**src/rtl/counter_pkg.sv**
```systemverilog
// Shared types and helpers for the modulo counter slice.
// Direction enum, load clamp and prescaler width helper.
package counter_pkg;

  typedef enum logic {
    DIR_DOWN,
    DIR_UP
  } dir_e;

  function automatic int unsigned presc_width(
    input int unsigned prescale
  );
    return (prescale <= 1) ? 1 : $clog2(prescale);
  endfunction

  function automatic int unsigned clamp_load(
    input int unsigned value,
    input int unsigned modulus
  );
    return (value >= modulus) ? modulus - 1 : value;
  endfunction

endpackage

```
**src/rtl/tick_gen.sv**
```systemverilog
// Prescaler: one-cycle enable tick every PRESCALE enabled clocks.
// Ports: clock, reset_n, enable, restart (clear|load), tick (comb).
module tick_gen
  import counter_pkg::*;
#(
  parameter int PRESCALE = 1
) (
  input  logic clock,
  input  logic reset_n,
  input  logic enable,
  input  logic restart,
  output logic tick
);

  localparam int PW = presc_width(PRESCALE);
  localparam logic [PW-1:0] LAST = PW'(PRESCALE - 1);

  logic [PW-1:0] r_phase;

  assign tick = enable && (r_phase == LAST);

  // Phase freezes while enable is low so the tick
  // resumes exactly where it left off.
  always_ff @(posedge clock or negedge reset_n) begin
    if (!reset_n) begin
      r_phase <= '0;
    end else if (restart || tick) begin
      r_phase <= '0;
    end else if (enable) begin
      r_phase <= r_phase + 1'b1;
    end
  end

endmodule

```
**src/rtl/mod_counter.sv**
```systemverilog
// Synchronous modulo counter: up/down, wrap/saturate, load/clear.
// Ports: clock, reset_n, enable, up, saturate, clear, load,
// load_value -> count, tick (comb), terminal (registered pulse).
module mod_counter
  import counter_pkg::*;
#(
  parameter int WIDTH    = 4,
  parameter int MODULUS  = 16,
  parameter int PRESCALE = 1
) (
  input  logic             clock,
  input  logic             reset_n,
  input  logic             enable,
  input  logic             up,
  input  logic             saturate,
  input  logic             clear,
  input  logic             load,
  input  logic [WIDTH-1:0] load_value,
  output logic [WIDTH-1:0] count,
  output logic             tick,
  output logic             terminal
);

  if (MODULUS < 2 || MODULUS > (1 << WIDTH)) begin : g_bad_mod
    $error("mod_counter: MODULUS out of range");
  end
  if (PRESCALE < 1) begin : g_bad_pre
    $error("mod_counter: PRESCALE must be >= 1");
  end

  localparam logic [WIDTH:0]   MOD_X = (WIDTH + 1)'(MODULUS);
  localparam logic [WIDTH-1:0] TOP   = WIDTH'(MODULUS - 1);

  logic             w_restart;
  logic [WIDTH:0]   w_inc;
  logic [WIDTH:0]   w_dec;
  logic             w_at_top;
  logic             w_at_bot;
  logic [WIDTH-1:0] w_load;
  dir_e             w_dir;

  logic [WIDTH-1:0] r_count;
  logic             r_terminal;

  assign w_restart = clear | load;
  assign w_dir     = dir_e'(up);

  // One extra bit: reaching MODULUS on increment or
  // borrowing below zero on decrement marks the bound.
  assign w_inc    = {1'b0, r_count} + 1'b1;
  assign w_dec    = {1'b0, r_count} - 1'b1;
  assign w_at_top = (w_inc == MOD_X);
  assign w_at_bot = w_dec[WIDTH];

  assign w_load = WIDTH'(clamp_load(32'(load_value),
                                    32'(MODULUS)));

  tick_gen #(
    .PRESCALE(PRESCALE)
  ) u_tick (
    .clock  (clock),
    .reset_n(reset_n),
    .enable (enable),
    .restart(w_restart),
    .tick   (tick)
  );

  always_ff @(posedge clock or negedge reset_n) begin
    if (!reset_n) begin
      r_count    <= '0;
      r_terminal <= 1'b0;
    end else begin
      priority case (1'b1)
        clear: begin
          r_count    <= '0;
          r_terminal <= 1'b0;
        end
        load: begin
          r_count    <= w_load;
          r_terminal <= 1'b0;
        end
        tick: begin
          unique case (w_dir)
            DIR_UP: begin
              r_terminal <= w_at_top;
              if (!w_at_top) begin
                r_count <= w_inc[WIDTH-1:0];
              end else if (!saturate) begin
                r_count <= '0;
              end
            end
            DIR_DOWN: begin
              r_terminal <= w_at_bot;
              if (!w_at_bot) begin
                r_count <= w_dec[WIDTH-1:0];
              end else if (!saturate) begin
                r_count <= TOP;
              end
            end
          endcase
        end
        default: begin
          r_terminal <= 1'b0;
        end
      endcase
    end
  end

  assign count    = r_count;
  assign terminal = r_terminal;

endmodule

```
**config.mk**
```make
export PLATFORM = sky130hd
export DESIGN_NAME = mod_counter
export DESIGN_NICKNAME = d
export VERILOG_FILES = /design/src/rtl/counter_pkg.sv /design/src/rtl/tick_gen.sv /design/src/rtl/mod_counter.sv
export SDC_FILE = /design/constraint.sdc
export NUM_CORES = 1
export LEC_CHECK = 0
export ABC_AREA = 1
export CAP_MARGIN = 20
export CELL_PAD_IN_SITES_DETAIL_PLACEMENT = 0
export CELL_PAD_IN_SITES_GLOBAL_PLACEMENT = 2
export CORE_MARGIN = 2
export CORE_UTILIZATION = 19
export DETAILED_ROUTE_END_ITERATION = 10
export PLACE_DENSITY_LB_ADDON = 0.1
export REMOVE_ABC_BUFFERS = 1
export SLEW_MARGIN = 30
export SYNTH_ARGS = -nofsm -noshare
export SYNTH_HDL_FRONTEND = slang
export SYNTH_SLANG_ARGS = --single-unit
```
**constraint.sdc**
```tcl
create_clock -name clock -period 1.4 [get_ports clock]
set_input_delay 0.14 -clock clock [delete_from_list [all_inputs] [get_ports clock]]
set_output_delay 0.14 -clock clock [all_outputs]
set_load 0.01 [all_outputs]
```
* After elaboration in Yosys (flattened, before gate mapping) *
Index checks and enable logic that the tools add are counted.

storage, ports and cells
  register bits after elaboration = 6
  input port bits = 11
  logic and storage cells = 31
  output and inout bits = 6

operators by class
  add/sub/neg operators = 3
  mux-type cells = 14
  reduce and logical (&&, ||, !) cells = 5
  equality and inequality tests = 3
  bitwise logic cells = 3

operator list
  cell                   number
  $mux W4                7
  $ne A5 B5 Y1 const B   2
  $pmux W4 S2            1
  $add A4 B1 Y5 const B  1
  $eq A5 B5 Y1 const B   1
  $mux W1                5
  $sub A4 B1 Y5 const B  1
  $reduce_and A3 Y1      1
  $reduce_bool A3 Y1     1
  $not A1 Y1             2
  $pmux W1 S2            1
  $reduce_bool A2 Y1     1
  $add A1 B1 Y1 const B  1
  $logic_and A1 B1 Y1    1
  $logic_or A1 B1 Y1     1
  $or A1 B1 Y1           1

* Depth between registers and ports, before layout *
Gate-level depths: netlist (run 1).

  word-level depth = 7
  mapped depth = 10
  depth with buffers taken out = 10

* Hierarchy *
A second synthesis (run 1) with hierarchy kept.

second synthesis, totals
  cells, all modules = 80
  area total of the unflattened synthesis = 516.7 um^2

by module, submodules not included
  module       instances  cells an instance  area an instance (um^2)  sequential area each (um^2)
  mod_counter  1          75                 474.2                    125.1
  tick_gen     1          5                  42.5                     25.0

* Worst setup path before layout (run 1) *
Ideal clock, no wire load.

  path type = register to register
  start point = register r_count[0] (netlist: count[0])
  end point = register r_count[3] (netlist: count[3])
  setup time = 120 ps
  setup slack = 11 ps
  data arrival time = 1268 ps
  buffers on the path = 0
  required time = 1280 ps
  clock period less this slack = 1389 ps
  cell stages (with the launch flop) = 10
  path through = dfrtp_1 -> inv_1 -> ha_1 -> nand2_1 -> nor2_1 -> nand4_1 -> nand2_1 -> nor2_4 -> nand3_1 -> nand2_1

on the way
  cells in the longest elaborated chain, start to end = 7
  elaborated cells between the ends (all ways) = 12
  those cells by class = 2 x add/sub; 3 x eq/ne; 6 x mux; 1 x reduce/logical

RTL lines
  what                      RTL line           text
  start: declaration        mod_counter.sv:42  logic [WIDTH-1:0] r_count;
  start signal: assignment  mod_counter.sv:79  r_count <= w_load;
  start signal: assignment  mod_counter.sv:87  r_count <= w_inc[WIDTH-1:0];
  start signal: assignment  mod_counter.sv:95  r_count <= w_dec[WIDTH-1:0];
  $add A4 B1 Y5             mod_counter.sv:50  assign w_inc = {1'b0, r_count} + 1'b1;
  $eq A5 B5 Y1              mod_counter.sv:52  assign w_at_top = (w_inc == MOD_X);
  $mux W4                   mod_counter.sv:86  if (!w_at_top) begin
  $pmux W4 S2               mod_counter.sv:83  unique case (w_dir)
  $mux W4 (3 in series)     mod_counter.sv:73  priority case (1'b1)

Several ways; a longest one is shown, not always the timed one. The select of a mux whose other input is x is not followed.
A chain may end at the register's enable or synchronous reset.

* Worst setup path after layout (run 1) *
  start point = register r_count[0] (netlist: count[0])
  end point = register r_count[2] (netlist: count[2])

The elaborated chain is that of the path after synthesis.

==> impl_metrics.yaml, run 1 <==
yosys:
  synth.distinct_cells: 15
  ys_async_sr_fraction: 1.00
  netlist_top_cells_count: "nand2_1, inv_1, nor2_1"
  synth_edf_count: 0
  synth_top_area_cell: "dfrtp_1"
  synthCells: 78
  ys.warnings.count: 0
  synth-seq-area-share: 0.312
  ys_ff_latch: 6
  synth_most_common_cell: "nand2_1"
  syn_area_per_cell_um2: 6.18
  ys.flop_type: "dfrtp_1"
  synth_top_area_share: 0.312
  netlist_area_um2: 482
  synth_area_leaders: "dfrtp_1, nand2_1, inv_1, nor2_1, nand3_1"
cts:
  root_buffer: "clkbuf_4"
  cts_sinks: 6
  cts.path.max_buffers: 2
  worstSkewPairLatency_ns: 0.24
  htree_levels: 1
  cts_buffers: 3
  cts_tree: "yes"
  hold_buffers: 0
  cts.clk_slew.worst_paths_ns: 0.04
power:
  seq_power_share: 0.336
  p_clk_frac: 0.244
  leakagePower_nw: 0.435
  ir_drop_v: 0.000268
  power_density_mw_per_mm2: 740
  total_power_uw: 623
  power_switching_uw: 200
  combPwrFrac: 0.420
  netSwitchingFraction: 0.320
  intPower_uw: 424
sta:
  slew_violations: 0
  setup_viol: 0
  finalSetupTns_ns: 0
  holdWs_ns: 0.131
  grt_setup_unrepaired: "yes"
  worst_pin_slew_ns: 0.248
  max_slew_margin: 0.834
  fin_crit_ns: 1.31
  fin_ws_ns: 0.0926
  finalHoldViolCount: 0
  timing.final.crit_share: 0.934
  max_freq_mhz: 765
  finClkSkew_ns: 0.00427
cells_and_area:
  antenna_cells: 0
  utilization: 0.346
  design_area_um2: 842
  finalNonFillerCells: 141
  syn2layout_area_growth_pct: 74.8
  nets: 126
  drive_above_1_share: 0.270
floorplan:
  rows: 18
  core_mm2: 0.00243
  die_w_um: 54.4
  die_height_um: 54.4
  die-area_mm2: 0.00295
  io-pin-count: 17
  start_util: 0.198
placement:
  dp_slack_ns: -0.0230
  dp_hpwl_um: 1150
  dp_cells: 135
  io_buffers: 16
  placed_area_um2: 762
  gp_congestion: 0.704
min_path:
  hold_path_class: "primary input to async pin"
grt:
  gr-total-overflow: 0
  grt_pass1_wl_um: 2160
  grtUsageTotal: 0.104
  grt_max_degree: 9
  grt_antenna_before_repair: 0
  grt_pass1_vias: 495
critical_path:
  cp-start-kind: "flop"
  cp_max_fo: 7
  crit_type: "flop to flop"
  required_ns: 1.56
  cp.arrival_ns: 1.47
  worstSetupEndpointType: "flop"
drt:
  drc: 0
  initialDrtViolationCount: 9
  viasPerCell: 4.10
  routed_wl_um: 1400
  num_vias: 578
  drtAntennaViolNets: 0
  drt_pass1_iterations: 4
  wl_per_cell_um: 9.92
run:
  drv_cap: 0
outcome:
  status: "complete, no violations"
## power by group through the flow
stage | clock network [mW] | logic (mW) | registers [mW]
finish | 0.152 | 0.262 | 0.209
global route | 0.171 | 0.294 | 0.212
CTS | 0.159 | 0.231 | 0.208
detailed placement | 0 | 0.236 | 0.209
global placement | 0 | 0.240 | 0.209
floorplan | 0 | 0.101 | 0.217
## cells in the final DEF, fill, tap and decap left out
cell type	instances
buf_6	1
dfrtp_1	4
nor2_1	8
nor3_1	1
dlygate4sd2_1	3
inv_1	9
dfrtp_2	2
buf_4	13
nand2_2	2
nand3_2	1
dlymetal6s2s_1	2
nor2_4	1
o21ai_1	3
ha_2	1
ha_4	1
o21ai_0	6
inv_2	3
clkdlybuf4s50_1	11
nand2_1	22
a31oi_1	1
clkbuf_4	3
a21oi_1	3
nand3_1	5
nor2_2	2
nand4_1	3
## sequential cells by signal, summed over array words and instances (netlist names)
name,flops
count,4
terminal,1
u_tick.r_phase,1
## worst paths after layout
kind,start,endpoint,slack (ns),depth (start not counted)
worst min-delay path,reset_n,count[1],0.13,1
min in group clock,enable,u_tick.r_phase,0.47,2
worst max register to register,count[0],count[2],0.09,7
worst max-delay path,count[0],count[2],0.09,7
max in group asynchronous,reset_n,count[3],1.05,1
worst min register to register,u_tick.r_phase,u_tick.r_phase,0.51,2
## what timing repair did
| item | in CTS | in global routing |
|---|---|---|
| pin swaps | 0 | 5 |
| endpoints found under the setup margin | 5 | 6 |
| setup buffers | 0 | 3 |
| resized for setup | 5 | 12 |
## metal layers
| metal | global-route usage | part of all wire | routed length (um) | vias to the layer above |
|---|---|---|---|---|
| li1 | - | - | - | 319 |
| met1 | 0.140 | 0.49 | 690 | 242 |
| met2 | 0.161 | 0.44 | 621 | 15 |
| met3 | 0.00820 | 0.053 | 74 | 2 |
| met4 | 0.0625 | 0.0086 | 12 | 0 |
| met5 | 0 | 0 | 0 | - |
## worst max-delay path, cell delays in order (launching register included)
cell	delay [ns]
dfrtp_1	0.38
buf_4	0.16
ha_2	0.19
nand4_1	0.11
nor2_2	0.07
nor2_4	0.17
nand2_1	0.07
o21ai_1	0.08
## final cells by class
cell class	instances	area (um2)
repair buffers	30	270
flip-flops and latches	6	153
multi-input cells	60	314
clock buffers	3	22.5
inverters	12	45.0
fillers	280	1590
well taps	30	37.5
## cell families (layout without fill, tap and decap cells)
family | count (synthesis) | count (layout) | synth area share
adder cells (fa/ha/maj) | 2 | 2 | 0.0519
AND/OR/NAND/NOR | 45 | 45 | 0.405
buffers and inverters | 12 | 45 | 0.0935
AO/OA/AOI/OAI | 13 | 13 | 0.138
flip-flops | 6 | 6 | 0.312
(Power assumes the default switching activity.)
==> run 2: changes to the inputs <==
--- a/config.mk
+++ b/config.mk
@@ -6,13 +6,13 @@
 export NUM_CORES = 1
 export LEC_CHECK = 0
 export ABC_AREA = 1
-export CAP_MARGIN = 20
+export CAP_MARGIN = 40
 export CELL_PAD_IN_SITES_DETAIL_PLACEMENT = 0
 export CELL_PAD_IN_SITES_GLOBAL_PLACEMENT = 2
 export CORE_MARGIN = 2
 export CORE_UTILIZATION = 19
 export DETAILED_ROUTE_END_ITERATION = 10
-export PLACE_DENSITY_LB_ADDON = 0.1
+export PLACE_DENSITY = 0.79
 export REMOVE_ABC_BUFFERS = 1
 export SLEW_MARGIN = 30
 export SYNTH_ARGS = -nofsm -noshare
==> impl_metrics.yaml, run 2 (synthesis results as in run 1) <==
floorplan:
  io-pin-count: 17
  die_height_um: 54.4
  start_util: 0.198
  rows: 18
  die_w_um: 54.4
  core_mm2: 0.00243
  die-area_mm2: 0.00295
sta:
  finalHoldViolCount: 0
  slew_violations: 0
  fin_crit_ns: 1.37
  max_slew_margin: 0.830
  grt_setup_unrepaired: "yes"
  setup_viol: 0
  timing.final.crit_share: 0.980
  worst_pin_slew_ns: 0.254
  max_freq_mhz: 729
  finClkSkew_ns: 0.00136
  fin_ws_ns: 0.0277
grt:
  grt_pass1_wl_um: 2210
  grtUsageTotal: 0.104
  grt_pass1_vias: 519
  grt_antenna_before_repair: 0
  gr-total-overflow: 0
  grt_max_degree: 9
cts:
  root_buffer: "clkbuf_4"
  cts_sinks: 6
  cts_buffers: 3
  cts.clk_slew.worst_paths_ns: 0.04
  cts.path.max_buffers: 2
  htree_levels: 1
  cts_tree: "yes"
  worstSkewPairLatency_ns: 0.24
placement:
  gp_congestion: 0.800
  dp_cells: 135
  io_buffers: 16
  dp_slack_ns: -0.0403
  dp_hpwl_um: 1140
critical_path:
  path_delay_family: "simple AND/OR/NAND/NOR gates"
  cp.arrival_ns: 1.52
  worstRegToRegCells: 7
  cp_max_fo: 7
  required_ns: 1.55
  worst-path-stages: 7
  crit_type: "flop to flop"
  cp-start-kind: "flop"
  path_cells: "buf_6 > ha_4 > nand4_1 > nor2_2 > nor2_4 > nand2_1 > o21ai_1"
  max_stage_delay_ns: 0.39
  critPathBufInv: 1
  cpMaxStageDelayCell: "dfrtp_1"
  worstSetupEndpointType: "flop"
cells_and_area:
  drive_above_1_share: 0.283
  antenna_cells: 0
  fill_cells: 281
  syn2layout_area_growth_pct: 83.1
  layout_commonest_cell: "nand2_1"
  nets: 128
  finalNonFillerCells: 143
  largest_reg_flops: 4
  layout_common_cells: "nand2_1, buf_4, clkdlybuf4s50_1"
min_path:
  hold_path_class: "primary input to async pin"
drt:
  initialDrtViolationCount: 6
  wl_per_cell_um: 9.94
  routed_wl_um: 1420
  viasPerCell: 4.15
  drtAntennaViolNets: 0
  drc: 0
  drt_pass1_iterations: 4
  num_vias: 593
power:
  leakagePower_nw: 0.468
  power_density_mw_per_mm2: 734
  total_power_uw: 648
  ir_drop_v: 0.000293
outcome:
  status: "complete, no violations"
run:
  drv_cap: 0
## run 2: changes by cell type in the layout (fill, tap and decap cells not counted), sizes merged
| cell | delta |
|---|---|
| dlymetal6s2s | +2 |
| buf | +2 |
| dlygate4sd2 | -2 |
## run 2: area by class of cell
cell class	count	area [um2]	area share
Inverter	12	45.0	0.0511
Multi-Input combinational cell	60	324	0.367
Timing Repair Buffer	32	300	0.340
Sequential cell	6	153	0.173
Clock buffer	3	22.5	0.0255
Tap cell	30	37.5	0.0426
## run 2: repair_timing
action	CTS	global route
hold buffers	0	0
setup buffers	0	5
gates resized for setup	4	16
endpoints found under the setup margin	7	8
pin swaps	2	10
## run 2: worst paths after layout
kind	startpoint	endpoint	slack (ns)
max	count[0]	count[2]	0.03
min	reset_n	u_tick.r_phase	0.13
max reg2reg	count[0]	count[2]	0.03
min reg2reg	u_tick.r_phase	u_tick.r_phase	0.51
max in group asynchronous	reset_n	count[3]	1.04
min in group clock	enable	u_tick.r_phase	0.47
## run 2: stage by stage
step                instance area (um2)  utilization  setup TNS, ns  hold slack, ns
global placement                    762        0.313        -0.0856           0.387
CTS                                 788        0.324              0           0.132
detailed placement                  762        0.313         -0.150           0.392
global route                        882        0.363         -0.212           0.148
finish                              882        0.363              0           0.135
floorplan                           482            -              0          -0.156
## run 2: worst reg2reg max path: stages, from the launching register on
cell     delay (ns)
dfrtp_1        0.39
buf_6          0.14
ha_4           0.16
nand4_1        0.15
nor2_2         0.08
nor2_4         0.20
nand2_1        0.08
o21ai_1        0.09
## run 2: where the power goes
group / leakage (nW) / internal (mW) / switching [mW]
Sequential: 0.0763 / 0.189 / 0.0202
Clock: 0.0138 / 0.0966 / 0.0573
Combinational: 0.378 / 0.153 / 0.131
Total: 0.468 / 0.439 / 0.209
## run 2: metal layers
metal	up-vias	GRT usage	share of wire
li1	326	-	-
met1	256	0.145	0.49
met2	11	0.169	0.47
met3	0	0.0164	0.035
met4	0	0.0250	0
met5	-	0	0
